<file path="config.mk">
export PLATFORM = sky130hd
export DESIGN_NAME = clk_ndiv_multi
export DESIGN_NICKNAME = d
export VERILOG_FILES = /design/src/rtl/clk_ndiv_pkg.sv /design/src/rtl/clk_ndiv_chan.sv /design/src/rtl/clk_ndiv_multi.sv
export SDC_FILE = /design/constraint.sdc
export NUM_CORES = 1
export LEC_CHECK = 0
export CORE_MARGIN = 2
export CORE_UTILIZATION = 30
export CTS_BUF_LIST = sky130_fd_sc_hd__clkbuf_4 sky130_fd_sc_hd__clkbuf_8
export DETAILED_ROUTE_END_ITERATION = 12
export GPL_ROUTABILITY_DRIVEN = 0
export PLACE_DENSITY = 0.43
export RECOVER_POWER = 100
export SLEW_MARGIN = 15
export SYNTH_ARGS = -nofsm -noshare
export SYNTH_HDL_FRONTEND = slang
export SYNTH_SLANG_ARGS = --single-unit
export TNS_END_PERCENT = 30
</file>
<file path="constraint.sdc">
create_clock -name clk -period 12.7 [get_ports clk]
set_clock_uncertainty 0.05 [all_clocks]
set_input_delay 1.27 -clock clk [delete_from_list [all_inputs] [get_ports clk]]
set_output_delay 1.27 -clock clk [all_outputs]
set_load 0.005 [all_outputs]
</file>
<file path="src/rtl/clk_ndiv_pkg.sv">
// Shared types for the multi-channel clock divider: channel config, channel state, limits.
// Config fields carry a duty value only when CLK_NDIV_DUTY_EN is defined.
package clk_ndiv_pkg;

   localparam int CH_MAX = 16;
   // Config storage width; channel divisors of W <= CFG_W bits are zero-extended into it.
   localparam int CFG_W  = 64;

   typedef struct packed {
      logic [CFG_W-1:0] div;
`ifdef CLK_NDIV_DUTY_EN
      logic [CFG_W-1:0] duty;
`endif
   } chan_cfg_t;

   typedef enum logic [1:0] {
      CS_OFF,
      CS_IDLE,
      CS_RUN
   } chan_state_t;

   function automatic logic [CFG_W-1:0] DIV_MAX(input int w);
      return (CFG_W'(1) << w) - CFG_W'(1);
   endfunction

endpackage

</file>
<file path="src/rtl/clk_ndiv_chan.sv">
// One divider channel: counter, shadow/pending divisor, toggle (or duty) output and tick strobe.
// Optional duty-cycle output when CLK_NDIV_DUTY_EN is defined.
module clk_ndiv_chan
   import clk_ndiv_pkg::*;
#(
   parameter int          W       = 32,
   parameter int unsigned DEF_DIV = 2500000
) (
   input  logic         clk,
   input  logic         rst,
   input  logic         en,
   input  logic         sync,
   input  logic         wr,
   input  logic [W-1:0] wr_div,
`ifdef CLK_NDIV_DUTY_EN
   input  logic [W-1:0] wr_duty,
`endif
   output logic         pend,
   output logic         clk_out,
   output logic         tick
);

   logic [W-1:0] count_reg, count_next;
   chan_cfg_t    act_reg, act_next;
   chan_cfg_t    shadow_reg, shadow_next;
   logic         pend_reg, pend_next;
   logic         clk_out_reg, clk_out_next;
   logic         tick_reg, tick_next;
   chan_state_t  state;
   logic         tc;
   logic         apply;

   always_comb begin
      state = CS_RUN;
      if (act_reg.div == '0)
         state = CS_OFF;
      else if (!en)
         state = CS_IDLE;

      tc = (state == CS_RUN) && (CFG_W'(count_reg) == act_reg.div - CFG_W'(1));
      // A stopped channel has no period to protect, so a pending divisor lands at once.
      apply = pend_reg && (sync || tc || (state != CS_RUN));

      act_next    = apply ? shadow_reg : act_reg;
      shadow_next = shadow_reg;
      pend_next   = pend_reg && !apply;
      if (wr) begin
         shadow_next.div = CFG_W'(wr_div);
`ifdef CLK_NDIV_DUTY_EN
         shadow_next.duty = CFG_W'(wr_duty);
`endif
         pend_next = 1'b1;
      end

      count_next   = '0;
      tick_next    = 1'b0;
      clk_out_next = 1'b0;
      if (!sync && (state == CS_RUN)) begin
         if (tc) begin
            tick_next = 1'b1;
`ifndef CLK_NDIV_DUTY_EN
            clk_out_next = !clk_out_reg;
`endif
         end else begin
            count_next = count_reg + W'(1);
`ifndef CLK_NDIV_DUTY_EN
            clk_out_next = clk_out_reg;
`endif
         end
`ifdef CLK_NDIV_DUTY_EN
         clk_out_next = (CFG_W'(count_next) < act_next.duty);
`endif
      end
   end

   always_ff @(posedge clk or posedge rst) begin
      if (rst) begin
         count_reg      <= '0;
         act_reg.div    <= CFG_W'(DEF_DIV);
         shadow_reg.div <= CFG_W'(DEF_DIV);
`ifdef CLK_NDIV_DUTY_EN
         act_reg.duty    <= CFG_W'(DEF_DIV >> 1);
         shadow_reg.duty <= CFG_W'(DEF_DIV >> 1);
`endif
         pend_reg    <= 1'b0;
         clk_out_reg <= 1'b0;
         tick_reg    <= 1'b0;
      end else begin
         count_reg   <= count_next;
         act_reg     <= act_next;
         shadow_reg  <= shadow_next;
         pend_reg    <= pend_next;
         clk_out_reg <= clk_out_next;
         tick_reg    <= tick_next;
      end
   end

   assign pend    = pend_reg;
   assign clk_out = clk_out_reg;
   assign tick    = tick_reg;

endmodule

</file>
<file path="src/rtl/clk_ndiv_multi.sv">
// CH-channel programmable clock-enable/divider with shadowed reload, phase sync and tick strobes.
// Define CLK_NDIV_DUTY_EN to add the cfg_duty port and duty-cycle outputs.
module clk_ndiv_multi
   import clk_ndiv_pkg::*;
#(
   parameter int          CH      = 4,
   parameter int          W       = 32,
   parameter int unsigned DEF_DIV = 2500000,
   localparam int         CHW     = (CH > 1) ? $clog2(CH) : 1
) (
   input  logic           clk,
   input  logic           rst,
   input  logic [CH-1:0]  en,
   input  logic           sync,
   input  logic           cfg_wr,
   input  logic [CHW-1:0] cfg_ch,
   input  logic [W-1:0]   cfg_div,
`ifdef CLK_NDIV_DUTY_EN
   input  logic [W-1:0]   cfg_duty,
`endif
   output logic [CH-1:0]  cfg_pend,
   output logic [CH-1:0]  clk_out,
   output logic [CH-1:0]  tick
);

   logic [CH-1:0] wr_sel;

   generate
      for (genvar gi = 0; gi < CH; gi++) begin : g_chan
         // Indices >= CH match no channel, so such writes are dropped.
         assign wr_sel[gi] = cfg_wr && (cfg_ch == CHW'(gi));

         clk_ndiv_chan #(
            .W       (W),
            .DEF_DIV (DEF_DIV)
         ) u_chan (
            .clk     (clk),
            .rst     (rst),
            .en      (en[gi]),
            .sync    (sync),
            .wr      (wr_sel[gi]),
            .wr_div  (cfg_div),
`ifdef CLK_NDIV_DUTY_EN
            .wr_duty (cfg_duty),
`endif
            .pend    (cfg_pend[gi]),
            .clk_out (clk_out[gi]),
            .tick    (tick[gi])
         );
      end
   endgenerate

endmodule
</file>
# Yosys cells after proc, flatten, opt, wreduce, memory -nomap -nowiden
# Index checks and enable logic that the tools add are counted.
# W data, S select, Z words.
# classes
magnitude_cmp	0
bitwise_logic	0
n_reduce_logical	42
add_sub_neg	8
n_div	0
mul	0
n_eq_ne	19
n_shift	0
mux	36
# op_table
op	count
$eq A32 B64 Y1	4
$logic_not A64 Y1	4
$mux W32	8
$sub A32 B1 Y33 const B	4
$add A32 B1 Y32 const B	4
$logic_and A1 B1 Y1	20
$mux W1	20
$mux W2	8
$eq A2 B2 Y1 const B	6
$logic_not A1 Y1	9
$logic_or A1 B1 Y1	8
$ne A2 B1 Y1 const B	4
$ne A2 B2 Y1 const B	4
$eq A2 B1 Y1 const B	1
$logic_not A2 Y1	1
# totals
ff_bits	396
memories	0
ramBits	0
latch_bits	0
in_bits	42
rom_bits	0
wordCells	129

# Depth between registers and ports, before layout
# logic_depth
ltp_word	10
ltp_mapped	14
ltp_nobuf	11

# By module
# A second synthesis with hierarchy kept.
# unflattened
cells_unflattened	2001
hier_area_um2	21873.5
# modules_own_cells
mod	area_per_inst_um2	n_inst	cells_per_inst	seq_area_each_um2
clk_ndiv_chan at g_chan[0].u_chan ...	5444.0	3	493	2497.4
clk_ndiv_chan at g_chan[3].u_chan	5504.0	1	518	2497.4
clk_ndiv_multi	37.5	1	4	0.0

# Worst setup path after synthesis
# No wires, ideal clock.
# synth_timing
path_kind	reg-to-reg
start	register g_chan[1].u_chan.act_reg[10] (netlist bit)
end	register g_chan[1].u_chan.act_reg[0] (netlist bit)
arrival_time_ps	3735
slack_ps	8790
stages_incl_launch_ff	12
synth_period_minus_slack_ps	3910
t_required_ps	12525
path_cell_list	dfstp_2 buf_2 or4_4 or3_4 nor3_1 mux2_1 or4_1 or4_4 nor4_4 o21ai_2 buf_6 mux2_4
# synth_between
elab_chain_cells	7
word_cells_on_any_way	10
cone_classes	add/sub: 1; eq/ne: 3; mux: 1; reduce/logical: 5
# synth_lines
item	line_no	text
start, declared	clk_ndiv_chan.sv:24	chan_cfg_t act_reg, act_next;
start signal, assigned	clk_ndiv_chan.sv:90	act_reg <= act_next;
branches (longest 5 deep; another with $sub A32 B1 Y33)	-	
$logic_or A1 B1 Y1 *	clk_ndiv_chan.sv:42	apply = pend_reg && (sync || tc || (state != CS_RUN));
$logic_and A1 B1 Y1 *	clk_ndiv_chan.sv:42	
# Mark *: on every way between the ends.
# A chain may end at the register's enable or synchronous reset.

==> flow_summary.json <==
{
  "yosys_most_used_dff": "dfrtp_1",
  "path_buf_inv": 4,
  "cts_buffers": 73,
  "synth-adder-area-share_pct": 0.715,
  "ys_ff_latch": 396,
  "intPower_mw": 2.76,
  "tightest_slew_ns": 5.40,
  "firstDrtPassIters": 5,
  "crit_chain": "dlygate4sd3_1 > clkinvlp_2 > buf_4 > buf_4",
  "synth_top_area_share_pct": 39.6,
  "synth_commonest_cells": "dfrtp_1, nor2_1, xnor2_1",
  "synthCells": 1938,
  "clock_sinks": 396,
  "peakVddDrop_mv": 0.0708,
  "grt.total_usage_pct": 15.8,
  "max-cap-violations": 11,
  "slew_violations": 456,
  "finalSetupViolCount": 0,
  "drt_wl_total_um": 55700,
  "ys_types": 82,
  "post_cts_buffers": 0,
  "synth.area.mux_share_pct": 14.9,
  "drc": 0,
  "grt_pass1_vias": 15000,
  "cp-end-kind": "asynchronous set/reset pin",
  "antenna_found_initial": 8,
  "coreArea_um2": 68900,
  "hold_start": "g_chan[3].u_chan.shadow_reg[9]",
  "via_per_inst": 4.96,
  "switchingPower_mw": 1.30,
  "clk_pin_slew_ns": 0.06,
  "hp-class": "flop to flop",
  "syn_area_per_cell_um2": 10.8,
  "grt_overflow": 0,
  "slew_headroom_pct": -262,
  "post-synth-top-count-cell": "dfrtp_1",
  "drtIter0Drc": 877,
  "synthSimpleGateAreaFrac_pct": 17.8,
  "grt_start_max_net_pins": 119,
  "dieWidth_um": 268,
  "fin_setup_tns_ns": 0,
  "preCtsSetupSlack_ns": 7.87,
  "synthXorXnorAreaFrac_pct": 11.3,
  "r2r_start": "g_chan[0].u_chan.act_reg[0]",
  "ys_warn_count": 0,
  "synth_largest_area_cell": "dfrtp_1",
  "clockRootBuffer": "clkbuf_8",
  "pwr-share-comb_pct": 20.7,
  "start_util_pct": 30.4,
  "synthesis.nets": 1992,
  "worst-path-stages": 4,
  "crit_arrival_ns": 6.97,
  "num_vias": 14800,
  "setup_slack_ns": 6.32,
  "grt_pass1_wl_um": 87400,
  "violations": "capacitance limit, slew limit",
  "outcome": "complete, but fails checks",
  "io_buffers": 53,
  "synth_compound_area_share_pct": 4.85,
  "clockPowerShare_pct": 33.5,
  "netlist_area_um2": 21000,
  "layout-drive-gt1-share_pct": 17.7,
  "rsz0062_at_grt": "no",
  "cp_slowest_cell": "clkinvlp_2",
  "die_area_um2": 72100,
  "holdPathStages": 1,
  "num_rows": 96,
  "nets": 2042,
  "cts_tree": "yes",
  "hold_buffers": 0,
  "required_ns": 13.28,
  "clockBufferDepth": 3,
  "cts_max_level": 3,
  "dieHeight_um": 268,
  "finalCritPeriodShare_pct": 50.3,
  "final_core_util_pct": 34.6,
  "synth_edf_count": 0,
  "power_density_nw_per_um2": 170,
  "period_needed_ns": 6.38,
  "worst_path_most_repeated_cell": "buf_4",
  "p_total_mw": 4.05,
  "cp-startpoint": "rst",
  "p_leak_nw": 9.27,
  "synthTopCellsByArea": "dfrtp_1, dfstp_2, mux2_2",
  "drtAntennaViolNets": 0,
  "worstSetupPathType": "primary input to asynchronous set/reset pin",
  "p_sw_share_pct": 32.0,
  "fill_cells": 7031,
  "async_flop_share_pct": 100,
  "synth_top_family_by_area": "simple AND/OR/NAND/NOR gates",
  "wl_per_cell_um": 18.7,
  "clk_latency_ns": 0.65,
  "post_cts_resized": 0,
  "worstRegToRegCells": 12,
  "critPathTopFamily": "buffers and inverters",
  "critPathMaxFanout": 118,
  "max_freq_mhz": 157,
  "pwr-share-seq_pct": 45.8,
  "holdWs_ns": 0.415,
  "startpoint_type": "primary input",
  "finalHoldViolCount": 0,
  "area_growth_pct": 13.6,
  "hpwlAfterDp_um": 38900,
  "ioPinCount": 54,
  "critPathMaxStageDelay_ns": 3.00,
  "seq_area_frac_synth_pct": 47.6
}
area by class of cell:
cell class / count / area, um2 / area share, %
multi-input cells: 1409 / 10300 / 43.1
flip-flops and latches: 396 / 9990 / 41.9
clock buffers: 126 / 1540 / 6.46
well taps: 931 / 1160 / 4.89
repair buffers: 64 / 587 / 2.46
inverters: 44 / 166 / 0.698
clock inverters: 9 / 100 / 0.420
diodes: 6 / 15.0 / 0.0630
stage by stage:
step	cell area [um2]	instances
floorplan	21000	1938
global placement	22400	2843
detailed placement	22400	2843
CTS	24000	2978
global route	23800	2979
finish	23800	2985
cell families after synthesis:
group | after synthesis
xor gates and xnor gates | 271
adders and majority gates | 12
buffers and inverters | 133
and+or+nand+nor | 706
AOI/OAI and AO/OA | 151
muxes | 269
DFF | 396
power by group through the flow:
stage | sequential [mW] | clock, mW | combinational, mW
3_3_place_gp | 1.88 | 0 | 0.848
2_1_floorplan | 1.73 | 0 | 0.736
6_report | 1.86 | 1.36 | 0.837
3_5_place_dp | 1.88 | 0 | 0.863
5_1_grt | 1.90 | 1.47 | 0.936
4_1_cts | 1.86 | 1.41 | 0.868
layer usage:
metal,wire length (um),share of wire [%],track usage (%)
met5,0,0,0
met4,1430,2.6,4.91
met2,25300,45,25.2
met1,26700,48,21.8
met3,2310,4.1,2.71
path summary, 6_finish.rpt:
kind                                                   to  slack [ns]
setup / recovery           g_chan[0].u_chan.count_reg[25]        6.32
hold / removal                g_chan[3].u_chan.act_reg[9]        0.42
setup reg to reg             g_chan[0].u_chan.act_reg[19]        6.44
hold reg to reg               g_chan[3].u_chan.act_reg[9]        0.42
max in group clk             g_chan[0].u_chan.act_reg[19]        6.44
min in group asynchronous  g_chan[1].u_chan.count_reg[21]        2.72
cells in the final DEF, fill, tap and decap left out, types with 31 or more instances in the layout:
master           instances
clkbuf_4                31
clkbuf_8                95
clkdlybuf4s50_1         39
dfrtp_1                332
dfstp_2                 64
inv_1                   43
mux2_1                 125
mux2_2                 137
nand2_1                 76
nand3_1                 77
nand4_1                 39
nor2_1                 215
nor3_1                  61
nor4_1                  45
o21ai_0                 33
or3_1                   32
or4_1                   32
xnor2_1                144
xor2_1                 127
Note: power is estimated with default switching activity, not from simulation.
